<file path="src/rtl/iffifo_byte_packer.sv">
// iffifo_byte_packer: collects a valid/ready byte stream into little-endian
// 32-bit words for the iffifo write path. Partial words are closed by
// end-of-packet, a flush request or an idle timeout. A word that closes while
// the output register is still occupied waits in the accumulator (PENDING),
// which stalls the byte side until the output slot frees up.

module iffifo_byte_packer #(
    parameter int unsigned TIMEOUT_W = 16
) (
    input  logic                 clk_i,
    input  logic                 rst_ni,
    input  logic                 byte_valid_i,
    output logic                 byte_ready_o,
    input  logic [7:0]           byte_data_i,
    input  logic                 byte_last_i,
    input  logic                 flush_i,
    input  logic [TIMEOUT_W-1:0] timeout_i,
    output logic                 word_valid_o,
    input  logic                 word_ready_i,
    output logic [31:0]          word_data_o,
    output logic [2:0]           word_nbytes_o
);

    typedef enum logic [1:0] {
        ST_EMPTY   = 2'd0,
        ST_FILLING = 2'd1,
        ST_PENDING = 2'd2
    } state_e;

    state_e               state_q, state_d;
    logic [3:0][7:0]      acc_q, acc_d;
    logic [2:0]           cnt_q, cnt_d;
    logic [TIMEOUT_W-1:0] idle_q, idle_d;
    logic                 wvalid_q, wvalid_d;
    logic [31:0]          wdata_q, wdata_d;
    logic [2:0]           wnb_q, wnb_d;

    logic                 pending;
    logic                 accept;
    logic                 pop;
    logic                 slot_free;
    logic                 expiry;
    logic                 close;
    logic [3:0][7:0]      next_acc;
    logic [2:0]           next_cnt;

    // A closed word parked in the accumulator blocks further bytes.
    assign pending      = (state_q == ST_PENDING);
    assign byte_ready_o = !pending;
    assign accept       = byte_valid_i & byte_ready_o;
    assign pop          = wvalid_q & word_ready_i;
    assign slot_free    = !wvalid_q | word_ready_i;

    assign word_valid_o  = wvalid_q;
    assign word_data_o   = wdata_q;
    assign word_nbytes_o = wnb_q;

    // Merge the incoming byte at lane 'count' and decide whether the word closes.
    // Accept implies count <= 3: a count of 4 only survives an edge as PENDING.
    always_comb begin
        next_acc = acc_q;
        if (accept) begin
            next_acc[cnt_q[1:0]] = byte_data_i;
        end
        next_cnt = cnt_q + {2'b00, accept};
        expiry   = (timeout_i != '0) && (cnt_q != 3'd0) && !accept &&
                   (idle_q == (timeout_i - TIMEOUT_W'(1)));
        close    = (next_cnt == 3'd4) ||
                   (accept && byte_last_i) ||
                   (flush_i && (next_cnt != 3'd0)) ||
                   expiry ||
                   pending;
    end

    // Next-state for accumulator, output register, idle counter and state.
    always_comb begin
        acc_d    = next_acc;
        cnt_d    = next_cnt;
        state_d  = (next_cnt == 3'd0) ? ST_EMPTY : ST_FILLING;
        wvalid_d = wvalid_q & !pop;
        wdata_d  = wdata_q;
        wnb_d    = wnb_q;

        if (close && slot_free) begin
            // Lanes above the final count are already zero because the
            // accumulator is cleared every time a word leaves it.
            wvalid_d = 1'b1;
            wdata_d  = next_acc;
            wnb_d    = next_cnt;
            acc_d    = '0;
            cnt_d    = 3'd0;
            state_d  = ST_EMPTY;
        end else if (close) begin
            state_d  = ST_PENDING;
        end

        // Idle counter only runs while a partial word is open and unblocked.
        if (accept || (cnt_q == 3'd0)) begin
            idle_d = '0;
        end else if (!pending) begin
            idle_d = idle_q + TIMEOUT_W'(1);
        end else begin
            idle_d = idle_q;
        end
    end

    // State and registered outputs; reset discards any held or pending bytes.
    always_ff @(posedge clk_i) begin
        if (!rst_ni) begin
            state_q  <= ST_EMPTY;
            acc_q    <= '0;
            cnt_q    <= 3'd0;
            idle_q   <= '0;
            wvalid_q <= 1'b0;
            wdata_q  <= '0;
            wnb_q    <= 3'd0;
        end else begin
            state_q  <= state_d;
            acc_q    <= acc_d;
            cnt_q    <= cnt_d;
            idle_q   <= idle_d;
            wvalid_q <= wvalid_d;
            wdata_q  <= wdata_d;
            wnb_q    <= wnb_d;
        end
    end

endmodule

</file>
<file path="config.mk">
export PLATFORM = sky130hd
export DESIGN_NAME = iffifo_byte_packer
export DESIGN_NICKNAME = d
export VERILOG_FILES = /design/src/rtl/iffifo_byte_packer.sv
export SDC_FILE = /design/constraint.sdc
export NUM_CORES = 1
export LEC_CHECK = 0
export BUFFER_PORTS_ARGS = -buffer_cell sky130_fd_sc_hd__buf_2
export CAP_MARGIN = 0
export CORE_UTILIZATION = 44
export DETAILED_ROUTE_END_ITERATION = 6
export HOLD_SLACK_MARGIN = 0.05
export PLACE_DENSITY = 0.65
export SYNTH_ARGS = -nofsm -noshare
export SYNTH_HDL_FRONTEND = slang
export SYNTH_SLANG_ARGS = --single-unit
export TNS_END_PERCENT = 5
</file>
<file path="constraint.sdc">
create_clock -name clk_i -period 2.67 [get_ports clk_i]
set_input_delay 0.267 -clock clk_i [delete_from_list [all_inputs] [get_ports clk_i]]
set_output_delay 0.267 -clock clk_i [all_outputs]
set_load 0.02 [all_outputs]
</file>
Word-level counts from Yosys, hierarchy flattened
Index checks and enable logic that the tools add are counted.
{"block": "totals", "output_inout_bits": 37, "ff_bits": 89, "word_cells": 55, "inputBits": 30}
{"block": "op_classes", "order_cmp": 2, "n_reduce_logical": 24, "n_bitwise": 5, "add_sub_neg": 3, "eq_ne": 3, "n_mux": 7}
{"cell": "$bwmux 32", "count": 1}
{"cell": "$mux 32", "count": 1}
{"cell": "$add 16x1->16 const B", "count": 1}
{"cell": "$demux 8 s2", "count": 1}
{"cell": "$eq 16x16->1", "count": 1}
{"cell": "$reduce_bool 16->1", "count": 1}
{"cell": "$sub 16x1->16 const B", "count": 1}
{"cell": "$mux 8", "count": 1}
{"cell": "$logic_and 1x1->1", "count": 7}
{"cell": "$logic_not 3->1", "count": 2}
{"cell": "$reduce_bool 3->1", "count": 2}
{"cell": "$logic_or 1x1->1", "count": 5}
{"cell": "$logic_not 1->1", "count": 4}
{"cell": "$reduce_or 2->1", "count": 2}
{"cell": "$add 3x1->3", "count": 1}
{"cell": "$and 1x1->1", "count": 3}
{"cell": "$eq 3x3->1 const B", "count": 1}
{"cell": "$lt 2x3->1 const B", "count": 1}
{"cell": "$reduce_or 3->1", "count": 1}
{"cell": "$eq 2x2->1 const B", "count": 1}
{"cell": "$ge 2x1->1 const B", "count": 1}
{"cell": "$mux 1", "count": 2}
{"cell": "$mux 2", "count": 1}
{"cell": "$not 1->1", "count": 1}
{"cell": "$or 1x1->1", "count": 1}

Depth between registers and ports, before layout
Gate-level depths: netlist of run 1.
{"block": "depth", "ltp_word": 11, "ltp_mapped": 12, "ltp_nobuf": 11}

Worst setup path after synthesis of run 1
Ideal clock, no wire load.
{"block": "synth_timing", "path_type": "register to register", "startpoint": "register state_q[1]", "endpoint": "register wdata_q[2] (netlist: word_data_o[2])", "path_stages_with_launch": 12, "synth_period_minus_slack_ns": 2.886, "arrival_ns": 2.766, "setup_ns": 0.121, "path_buffers": 1, "path_slack_ns": -0.216, "path_cell_list": "dfxtp_1 -> nor2b_1 -> clkinv_1 -> nand2_1 -> inv_1 -> ha_1 -> ha_1 -> or3_1 -> a221oi_1 -> o22ai_4 -> buf_4 -> mux2i_1"}
{"block": "synth_between", "elab_chain_cells": 10}
{"item": "start, declared", "line": "30", "rtl": "state_e state_q, state_d;"}
{"item": "start signal, assigned", "line": "118", "rtl": "state_q <= state_d;"}
{"item": "$eq 2x2->1 *", "line": "48", "rtl": "assign pending = (state_q == ST_PENDING);"}
{"item": "$logic_not 1->1 *"}
{"item": "via byte_ready_o", "line": "13", "rtl": "output logic byte_ready_o,"}
{"item": "$and 1x1->1 *", "line": "50", "rtl": "assign accept = byte_valid_i & byte_ready_o;"}
{"item": "$add 3x1->3 *", "line": "65", "rtl": "next_cnt = cnt_q + {2'b00, accept};"}
{"item": "via next_cnt[1]", "line": "45", "rtl": "logic [2:0] next_cnt;"}
{"item": "$eq 3x3->1 / $reduce_bool 3->1 (equally long branches)", "line": "68, 70"}
{"item": "$logic_or 1x1->1 / $logic_and 1x1->1 (equally long branches)", "line": "68, 70"}
{"item": "$logic_or 1x1->1 *", "line": "69", "rtl": "(accept && byte_last_i) ||"}
{"item": "$logic_or 1x1->1 *", "line": "70", "rtl": "(flush_i && (next_cnt != 3'd0)) ||"}
{"item": "$logic_or 1x1->1 *", "line": "71", "rtl": "expiry ||"}
{"item": "$logic_and 1x1->1 *", "line": "84", "rtl": "if (close && slot_free) begin"}
{"item": "end signal, assigned", "line": "123", "rtl": "wdata_q <= wdata_d;"}
{"item": "end, declared", "line": "35", "rtl": "logic [31:0] wdata_q, wdata_d;"}
Mark *: on every way through the listed nets, which the timed path passes. The rest lies on a longest branch.
A chain may end at the register's enable or synchronous reset.

Worst setup path in the final report of run 1
{"block": "layout_timing", "startpoint": "register state_q[1]", "endpoint": "register cnt_q[2]"}
{"block": "layout_between", "elab_chain_cells": 11}
{"item": "$eq 2x2->1 *", "line": "48"}
{"item": "$logic_not 1->1"}
{"item": "$and 1x1->1", "line": "50"}
{"item": "$add 3x1->3", "line": "65"}
{"item": "$eq 3x3->1 / $reduce_bool 3->1 (equally long branches)", "line": "68, 70"}
{"item": "$logic_or 1x1->1 / $logic_and 1x1->1 (equally long branches)", "line": "68, 70"}
{"item": "$logic_or 1x1->1", "line": "69"}
{"item": "$logic_or 1x1->1", "line": "70"}
{"item": "$logic_or 1x1->1", "line": "71"}
{"item": "$logic_and 1x1->1", "line": "84"}
{"item": "$reduce_or 2->1 (no source line)"}
{"item": "end signal, assigned", "line": "120", "rtl": "cnt_q <= cnt_d;"}
{"item": "end, declared", "line": "32", "rtl": "logic [2:0] cnt_q, cnt_d;"}
Mark *: on every way between the ends. The rest lies on a longest branch, timed or not.

==> flow_summary.yaml, run 1 <==
floorplanning:
  die_h_um: 98.3
  pin_count: 67
  rows: 34
  initial_core_util_pct: 46.1
  core_area_um2: 8850
  die_w_um: 98.3
  dieArea_um2: 9660
sta:
  tightest_slew_ns: 0.655
  slew_viol_final: 0
  post-route-period-util_pct: 97.1
  rsz0062_at_grt: "yes"
  finalSetupViolCount: 0
  fmax_mhz: 386
  hold_viol: 0
  skew_ns: 0.0113
  relSlewSlack_pct: 56.2
  fin_crit_ns: 2.59
placed_design:
  dpl.hpwl_mm: 6.76
  place_area_um2: 4720
  port-buffer-count: 66
  dp.cells: 633
  place_congestion: 0.860
worst_hold_path:
  hp-start: "word_ready_i"
  hp-class: "primary input to register"
  whs_endpoint: "state_q[1]"
  worstHoldPathCells: 3
setup_path:
  slowest_delay_ns: 0.38
  cp.required_ns: 2.97
  crit_fanout: 8
  critPathCaptureType: "register"
  cp_cell_sequence: "nor2b_4 -> inv_4 -> buf_6 -> nand2_4 -> inv_4 -> ha_4 -> ha_4 -> xor2_4 -> or3_4 -> a221oi_4 -> o22ai_4 -> buf_12 -> buf_12 -> and3b_1"
  worstSetupPathType: "register to register"
  path_delay_family: "simple AND/OR/NAND/NOR gates"
  path_buf_inv: 5
  crit_path_start_kind: "register"
  worstReg2RegEnd: "cnt_q[2]"
  cp_slowest_cell: "or3_4"
  cp.arrival_ns: 2.89
  r2r_slack_ns: 0.08
  reg2reg_depth: 14
  reg2reg_from: "state_q[1]"
finish:
  drive_gt1_share_pct: 31.1
  fin_area_um2: 5210
  fin_nets: 579
  syn2layout_area_growth_pct: 27.6
  num_antenna_cells: 0
  fin_cells: 658
  fillCellCount: 801
routing:
  vias: 3399
  drc_errors: 5
  avgRoutedWirePerCell_um: 14.9
  wl_mm: 9.80
  drt_pre_antenna_iters: 6
  routed_via_density: 5.17
  antenna_left: 0
  drt_iter0_drc: 102
cts:
  cts_root_buf: "clkbuf_8"
  htreeDepth: 3
  clockBufferDepth: 2
  cts_tree: "done"
  clock_latency_ns: 0.36
  cts_hold_buf: 0
  cts_made_buffers: 9
  clock-sinks: 89
  clk_pin_slew_worst_paths_ns: 0.09
synthesis:
  netlist_area_um2: 4080
  syn_nets: 482
  async_flop_share_pct: 0
  ys_seq_area_share_pct: 43.7
  ys_types: 48
  syn_area_per_cell_um2: 9.11
  syn-instance-count: 448
  synthFlopType: "dfxtp_1"
  synth-edff-count: 0
  synth_warnings: 0
  synth_seq_cells: 89
outcome:
  violations: "DRC"
  status: "complete, but fails checks"
global_routing:
  track_usage_pct: 20.3
  grt_overflow_total: 0
  use_met3_pct: 3.36
  grtUsageMet2_pct: 35.9
  antenna_found_initial: 0
  grt_busiest_layer: "met2"
  grt_max_degree: 27
  grt_util_met1_pct: 25.0
  grt_pass1_vias: 3241
  grt_pass1_wl_mm: 15.6
power_and_ir_drop:
  p_leak_uw: 0.00229
  power.density_nw_per_um2: 580
  ir_drop_mv: 0.418
job:
  max-cap-violations: 0
[flip-flops by register name, summed over array words and instances, names as in the netlist]
signal,count
word_data_o,32
word_nbytes_o,3
cnt_q,3
acc_q,32
idle_q,16
word_valid_o,1
state_q,2
[layer usage]
metal  share of wire (%)  wire length, um  vias up
li1                    -                -     1709
met1                  45             4400     1618
met2                  50             4910       59
met3                 3.3              322       13
met4                 1.8              179        0
met5                   0                0        -
[metrics by stage]
stage | setup slack, ns | utilization (%) | hold slack, ns | power [uW] | TNS (ns)
5_1_grt | -0.0249 | 58.8 | 0.298 | 3140 | -0.364
2_1_floorplan | 0.0677 | - | 0.473 | 1780 | 0
6_report | 0.0763 | 58.8 | 0.298 | 3020 | 0
4_1_cts | -0.00946 | 56.8 | 0.296 | 2940 | -0.0240
3_5_place_dp | -0.288 | 53.3 | 0.446 | 1940 | -15.09
3_3_place_gp | -0.228 | 53.3 | 0.439 | 1930 | -12.49
[Yosys cell counts, types with 2 or more instances]
cell      instances  share of area (%)
a21oi_1           7               0.86
a31oi_1           2               0.31
and3_1            4               0.61
and3b_1           5                1.1
buf_2             3               0.37
buf_6             3               0.83
clkbuf_1         12                1.1
dfxtp_1          89                 44
ha_1              4                1.2
inv_1             5               0.46
mux2_2           32                8.8
mux2i_1          37                9.1
nand2_1          88                8.1
nand2b_1          5               0.77
nand3_1          10                1.2
nand3b_1          5               0.92
nand4_1           3               0.46
nor2_1           58                5.3
nor2b_1           3               0.46
nor3_1            6               0.74
nor3b_1           2               0.37
nor4_1            2               0.31
nor4b_1           2               0.43
o21a_1            2               0.37
o21ai_0           5               0.61
o21bai_1          2               0.37
or3_1             4               0.61
xnor2_1          12                2.6
xor2_1           17                3.6
[worst max path at each step]
stage | from | endpoint | depth (start not counted)
6_report | state_q[1] | cnt_q[2] | 14
2_1_floorplan | timeout_i[0] | word_data_o[2] | 10
5_1_grt | state_q[1] | cnt_q[2] | 14
3_3_place_gp | timeout_i[0] | word_data_o[6] | 11
3_5_place_dp | timeout_i[0] | word_data_o[31] | 12
4_1_cts | state_q[1] | word_data_o[25] | 14
[worst reg2reg max path, cell delays in order, from the launching register on]
cell and delay [ns]:
dfxtp_2 0.32, nor2b_4 0.16, inv_4 0.05, buf_6 0.11, nand2_4 0.07, inv_4 0.04
ha_4 0.16, ha_4 0.17, xor2_4 0.15, or3_4 0.38, a221oi_4 0.30, o22ai_4 0.11
buf_12 0.17, buf_12 0.15, and3b_1 0.19
[layout make-up]
class                           instances  area, um2  share of cell area, %
Clock buffer                            9        124                   2.38
Clock inverter                          7       77.6                   1.49
Inverter                                6       27.5                  0.529
Multi-Input combinational cell        334       2280                   43.9
Sequential cell                        89       1780                   34.3
Tap cell                              108        135                   2.60
Timing Repair Buffer                  105        774                   14.9
[cell families after synthesis]
| logic type | synth area share (%) |
|---|---|
| xor gates and xnor gates | 6.22 |
| and+or+nand+nor | 23.2 |
| muxes | 17.9 |
| DFF | 43.7 |
| AOI/OAI and AO/OA | 4.72 |
| buffers and inverters | 3.04 |
| adders and majority gates | 1.23 |
[cells in the final DEF, fill, tap and decap left out, drive strengths merged, types with 3 or more instances in the layout]
cell	Yosys	final
nor2	58	58
nand4	3	3
nand2	88	88
xnor2	12	12
mux2	32	32
dfxtp	89	89
nor4b	3	3
nor3	6	6
and3b	5	5
clkinv	1	3
nand3b	5	5
o21ai	5	5
mux2i	37	37
and3	4	4
xor2	17	17
buf	7	101
nand3	10	10
ha	4	4
nand2b	5	5
clkbuf	12	13
or3	4	4
a21oi	7	7
nor2b	3	3
inv	5	8
[report_power, final]
group	switching, uW	total [uW]	internal (uW)	leakage [uW]
logic	337	695	358	0.00147
clock network	496	937	441	0.000100
registers	19.4	1390	1370	0.000720
[repair_timing]
item | CTS | global route
resized for setup | 10 | 13
buffers inserted | 2 | 2
endpoints found under the setup margin | 72 | 71
pin swaps | 2 | 5
gates cloned | 1 | 4
Power figures use the tool's default switching activity.
==> run 2: changes to the inputs <==
--- a/config.mk
+++ b/config.mk
@@ -7,10 +7,12 @@
 export LEC_CHECK = 0
 export BUFFER_PORTS_ARGS = -buffer_cell sky130_fd_sc_hd__buf_2
 export CAP_MARGIN = 0
-export CORE_UTILIZATION = 44
+export CORE_UTILIZATION = 25
+export CTS_CLUSTER_DIAMETER = 40
 export DETAILED_ROUTE_END_ITERATION = 6
+export GPL_TIMING_DRIVEN = 0
 export HOLD_SLACK_MARGIN = 0.05
-export PLACE_DENSITY = 0.65
+export PLACE_DENSITY = 0.41
 export SYNTH_ARGS = -nofsm -noshare
 export SYNTH_HDL_FRONTEND = slang
 export SYNTH_SLANG_ARGS = --single-unit
==> flow_summary.yaml, run 2 (synthesis results as in run 1) <==
outcome:
  status: "finished, final reports clean"
cts:
  clock_latency_ns: 0.35
  clock-sinks: 89
  clockBufferDepth: 2
  cts_made_buffers: 9
  cts_tree: "done"
  clk_pin_slew_worst_paths_ns: 0.07
  cts_root_buf: "clkbuf_16"
  htreeDepth: 3
sta:
  slew_viol_final: 0
  relSlewSlack_pct: 61.8
  skew_ns: 0.00793
  tightest_slew_ns: 0.573
  fin_crit_ns: 2.55
  fmax_mhz: 392
  post-route-period-util_pct: 95.6
  finalSetupViolCount: 0
  fin_tns_setup_ns: 0
  hold_viol: 0
  whs_ns: 0.333
placed_design:
  place_area_um2: 4690
  port-buffer-count: 65
  dp.cells: 729
  place_congestion: 0.753
  dpl.hpwl_mm: 7.78
power_and_ir_drop:
  power_switching_uw: 920
  clockPowerShare_pct: 42.5
  p_leak_uw: 0.00224
  switching_share_pct: 26.1
  ir_drop_mv: 0.226
  sequentialPowerShare_pct: 39.5
  pwr-share-comb_pct: 18.0
  power.density_nw_per_um2: 662
  p_int_uw: 2610
routing:
  drc_errors: 0
  routed_via_density: 4.42
  wl_mm: 11.1
  drt_pre_antenna_iters: 4
  avgRoutedWirePerCell_um: 14.7
  antenna_left: 0
  vias: 3348
  drt_iter0_drc: 126
finish:
  fin_nets: 571
  fin_area_um2: 5330
  fillCellCount: 1706
  drive_gt1_share_pct: 27.9
  num_antenna_cells: 0
  fin_cells: 758
  final_cell_mix: "88 x dfxtp_1, 87 x nand2_1, 65 x buf_2"
  final_common_cell: "dfxtp_1"
  syn2layout_area_growth_pct: 30.6
floorplanning:
  initial_core_util_pct: 25.7
  pin_count: 67
  die_h_um: 130
  dieArea_um2: 16800
  core_area_um2: 15900
  rows: 46
  die_w_um: 130
global_routing:
  grt_pass1_vias: 3166
  use_met3_pct: 2.91
  grt_max_degree: 16
  antenna_found_initial: 0
  grt_busiest_layer: "met2"
  track_usage_pct: 13.8
  grtUsageMet2_pct: 23.4
  grt_util_met1_pct: 16.9
  grt_pass1_wl_mm: 17.0
  grt_overflow_total: 0
setup_path:
  cp.arrival_ns: 2.79
  critPathCaptureType: "register"
  worstSetupPathType: "register to register"
  cp.required_ns: 2.91
  reg2reg_from: "state_q[1]"
  crit_fanout: 9
  crit_path_start_kind: "register"
  crit_start: "state_q[1]"
job:
  max-cap-violations: 0
worst_hold_path:
  hp-class: "primary input to register"
  hp-start: "word_ready_i"
run 2: cell count changes in the layout (fill, tap and decap cells not counted), sizes merged:
cell      previous run  this run
clkinvlp             1         2
buf                101        82
inv                  8         6
clkinv               3         1
clkbuf              13        25
bufinv               1         3
run 2: critical path: stages (launching register included):
cell	delay, ns
dfxtp_1	0.31
nor2b_4	0.17
clkinv_4	0.10
nand2_4	0.09
inv_1	0.06
ha_2	0.18
ha_4	0.16
xor2_2	0.16
or3_4	0.36
a221oi_4	0.30
o22ai_4	0.11
buf_12	0.16
clkbuf_16	0.16
mux2i_1	0.12
run 2: worst paths after layout:
path         slack, ns  cells after the start               to
min               0.33                      3       state_q[1]
max               0.12                     13  word_data_o[10]
min reg2reg       0.46                      2  word_data_o[18]
max reg2reg       0.12                     13  word_data_o[10]
run 2: what timing repair did:
action | CTS | global route
setup buffers | 3 | 8
gates resized for setup | 10 | 20
pin swaps | 2 | 4
hold buffers | 0 | 0
gates cloned | 0 | 2
hold endpoints to repair | 0 | 0
endpoints found under the setup margin | 73 | 72
run 2: final cells by class:
type,instances,area [um2],area share (%)
buffer,19,133,2.49
clock buffer,10,239,4.49
clock inverter,6,114,2.14
inverter,6,27.5,0.517
multi-input combinational,334,2290,43.0
sequential,89,1780,33.5
tap,216,270,5.07
timing repair buffer,78,470,8.83
run 2: layer usage:
metal,wire length [um],up-vias
li1,-,1704
met1,5220,1560
met2,5290,69
met3,389,15
met4,208,0
met5,0,-
run 2: metrics by stage:
step / worst slack [ns] / power, uW / utilization (%)
2_1_floorplan: 0.0677 / 1780 / -
3_3_place_gp: -0.671 / 1940 / 29.5
3_5_place_dp: -0.671 / 1950 / 29.5
4_1_cts: 0.00487 / 3470 / 32.2
5_1_grt: -0.0204 / 3690 / 33.5
6_report: 0.116 / 3530 / 33.5
run 2: power by group through the flow:
stage               Combinational [uW]  Clock (uW)  Sequential [uW]
floorplan                          330           0             1450
global placement                   518           0             1420
detailed placement                 526           0             1420
CTS                                549        1530             1390
global route                       687        1600             1400
finish                             636        1500             1390
==> run 3: changes to the inputs <==
==> constraint.sdc (replaced) <==
create_clock -name clk_i -period 2.67 [get_ports clk_i]
set_input_delay 0.1335 -clock clk_i [delete_from_list [all_inputs] [get_ports clk_i]]
set_output_delay 0.1335 -clock clk_i [all_outputs]
set_load 0.02 [all_outputs]
==> flow_summary.yaml, run 3 (synthesis results as in run 1) <==
outcome:
  status: "finished, final reports clean"
global_routing:
  grt_max_degree: 16
  antenna_found_initial: 0
  grt_overflow_total: 0
  grt_pass1_vias: 3146
  track_usage_pct: 13.7
  grt_pass1_wl_mm: 16.9
placed_design:
  port-buffer-count: 65
  dpl.hpwl_mm: 7.78
  place_congestion: 0.753
setup_path:
  crit_fanout: 9
  crit_path_end: "word_data_o[10]"
  crit_path_start_kind: "register"
  reg2reg_from: "state_q[1]"
  r2r_slack_ns: 0.05
  worstReg2RegEnd: "word_data_o[10]"
  crit_start: "state_q[1]"
  reg2reg_depth: 11
  cp.required_ns: 2.95
  worstSetupPathType: "register to register"
  critPathCaptureType: "register"
  cp.arrival_ns: 2.90
cts:
  cts_tree: "done"
  clock-sinks: 89
  cts_made_buffers: 9
  clock_latency_ns: 0.35
  htreeDepth: 3
  cts_root_buf: "clkbuf_16"
  clk_pin_slew_worst_paths_ns: 0.07
  clockBufferDepth: 2
routing:
  vias: 3356
  drt_pre_antenna_iters: 4
  avgRoutedWirePerCell_um: 14.7
  wl_mm: 11.1
  drc_errors: 0
  antenna_left: 0
  routed_via_density: 4.45
  drt_iter0_drc: 127
worst_hold_path:
  hp-start: "word_ready_i"
  hp-class: "primary input to register"
sta:
  fin_tns_setup_ns: 0
  fmax_mhz: 382
  skew_ns: 0.00854
  whs_ns: 0.201
  tightest_slew_ns: 0.912
  relSlewSlack_pct: 38.7
  slew_viol_final: 0
  post-route-period-util_pct: 98.1
  hold_viol: 0
  rsz0062_at_grt: "yes"
  finalSetupViolCount: 0
  fin_crit_ns: 2.62
finish:
  final_common_cell: "dfxtp_1"
  syn2layout_area_growth_pct: 30.0
  num_antenna_cells: 0
  final_cell_mix: "88 x dfxtp_1, 87 x nand2_1, 65 x buf_2"
  fin_nets: 568
  drive_gt1_share_pct: 27.1
floorplanning:
  die_w_um: 130
  initial_core_util_pct: 25.7
  core_area_um2: 15900
  die_h_um: 130
  dieArea_um2: 16800
  rows: 46
  pin_count: 67
power_and_ir_drop:
  ir_drop_mv: 0.227
  power.density_nw_per_um2: 667
  p_total_uw: 3540
  p_leak_uw: 0.00224
job:
  max-cap-violations: 0
## run 3: timing repair
item                                    4_1_cts  5_1_grt
cloned                                        0        2
hold buffers                                  0        0
pin swaps                                     2        5
endpoints found under the setup margin       73       72
buffers inserted                              1        7
resized for setup                            10       18
endpoints found under the hold margin         0        0
## run 3: power breakdown
group / leakage (uW) / switching (uW) / internal [uW] / total [uW]
logic: 0.00135 / 343 / 299 / 642
clock network: 0.000165 / 558 / 944 / 1500
registers: 0.000720 / 23.0 / 1370 / 1390
## run 3: final cells by class
cell class / instances / area, um2
Clock inverter: 6 / 114
Timing Repair Buffer: 75 / 460
Buffer: 19 / 138
Sequential cell: 89 / 1780
Tap cell: 216 / 270
Inverter: 6 / 27.5
Fill cell: 1703 / 10600
Clock buffer: 10 / 239
Multi-Input combinational cell: 334 / 2270
## run 3: worst min-delay path by stage
stage	endpoint	slack [ns]	depth (start not counted)
6_report	state_q[1]	0.20	3
5_1_grt	state_q[1]	0.22	3
4_1_cts	state_q[1]	0.19	3
3_5_place_dp	word_data_o[18]	0.44	2
3_3_place_gp	word_data_o[20]	0.44	2
2_1_floorplan	acc_q[0]	0.41	3
## run 3: through the flow
stage	area [um2]	worst slack, ns	util [%]	instances
2_1_floorplan	4090	0.0750	-	448
3_3_place_gp	4690	-0.537	29.5	729
3_5_place_dp	4690	-0.537	29.5	729
4_1_cts	5100	0.00487	32.1	746
5_1_grt	5310	-0.0899	33.4	755
6_report	5310	0.0512	33.4	755
## run 3: worst max-delay path: stages, from the launching register on
cell	delay, ns
dfxtp_1	0.31
nor2b_4	0.17
clkinv_4	0.07
buf_12	0.13
a2111oi_4	0.36
nand4b_1	0.22
nor4b_4	0.33
o2111ai_2	0.24
o22ai_4	0.19
buf_12	0.17
clkbuf_16	0.16
mux2i_1	0.19
## run 3: routing by layer
layer	vias to the layer above	share of wire [%]	wire length [um]	global-route usage [%]
li1	1704	-	-	-
met1	1560	46	5130	16.8
met2	77	48	5310	23.2
met3	15	4.0	442	2.91
met4	0	1.9	213	5.81
met5	-	0	0	0
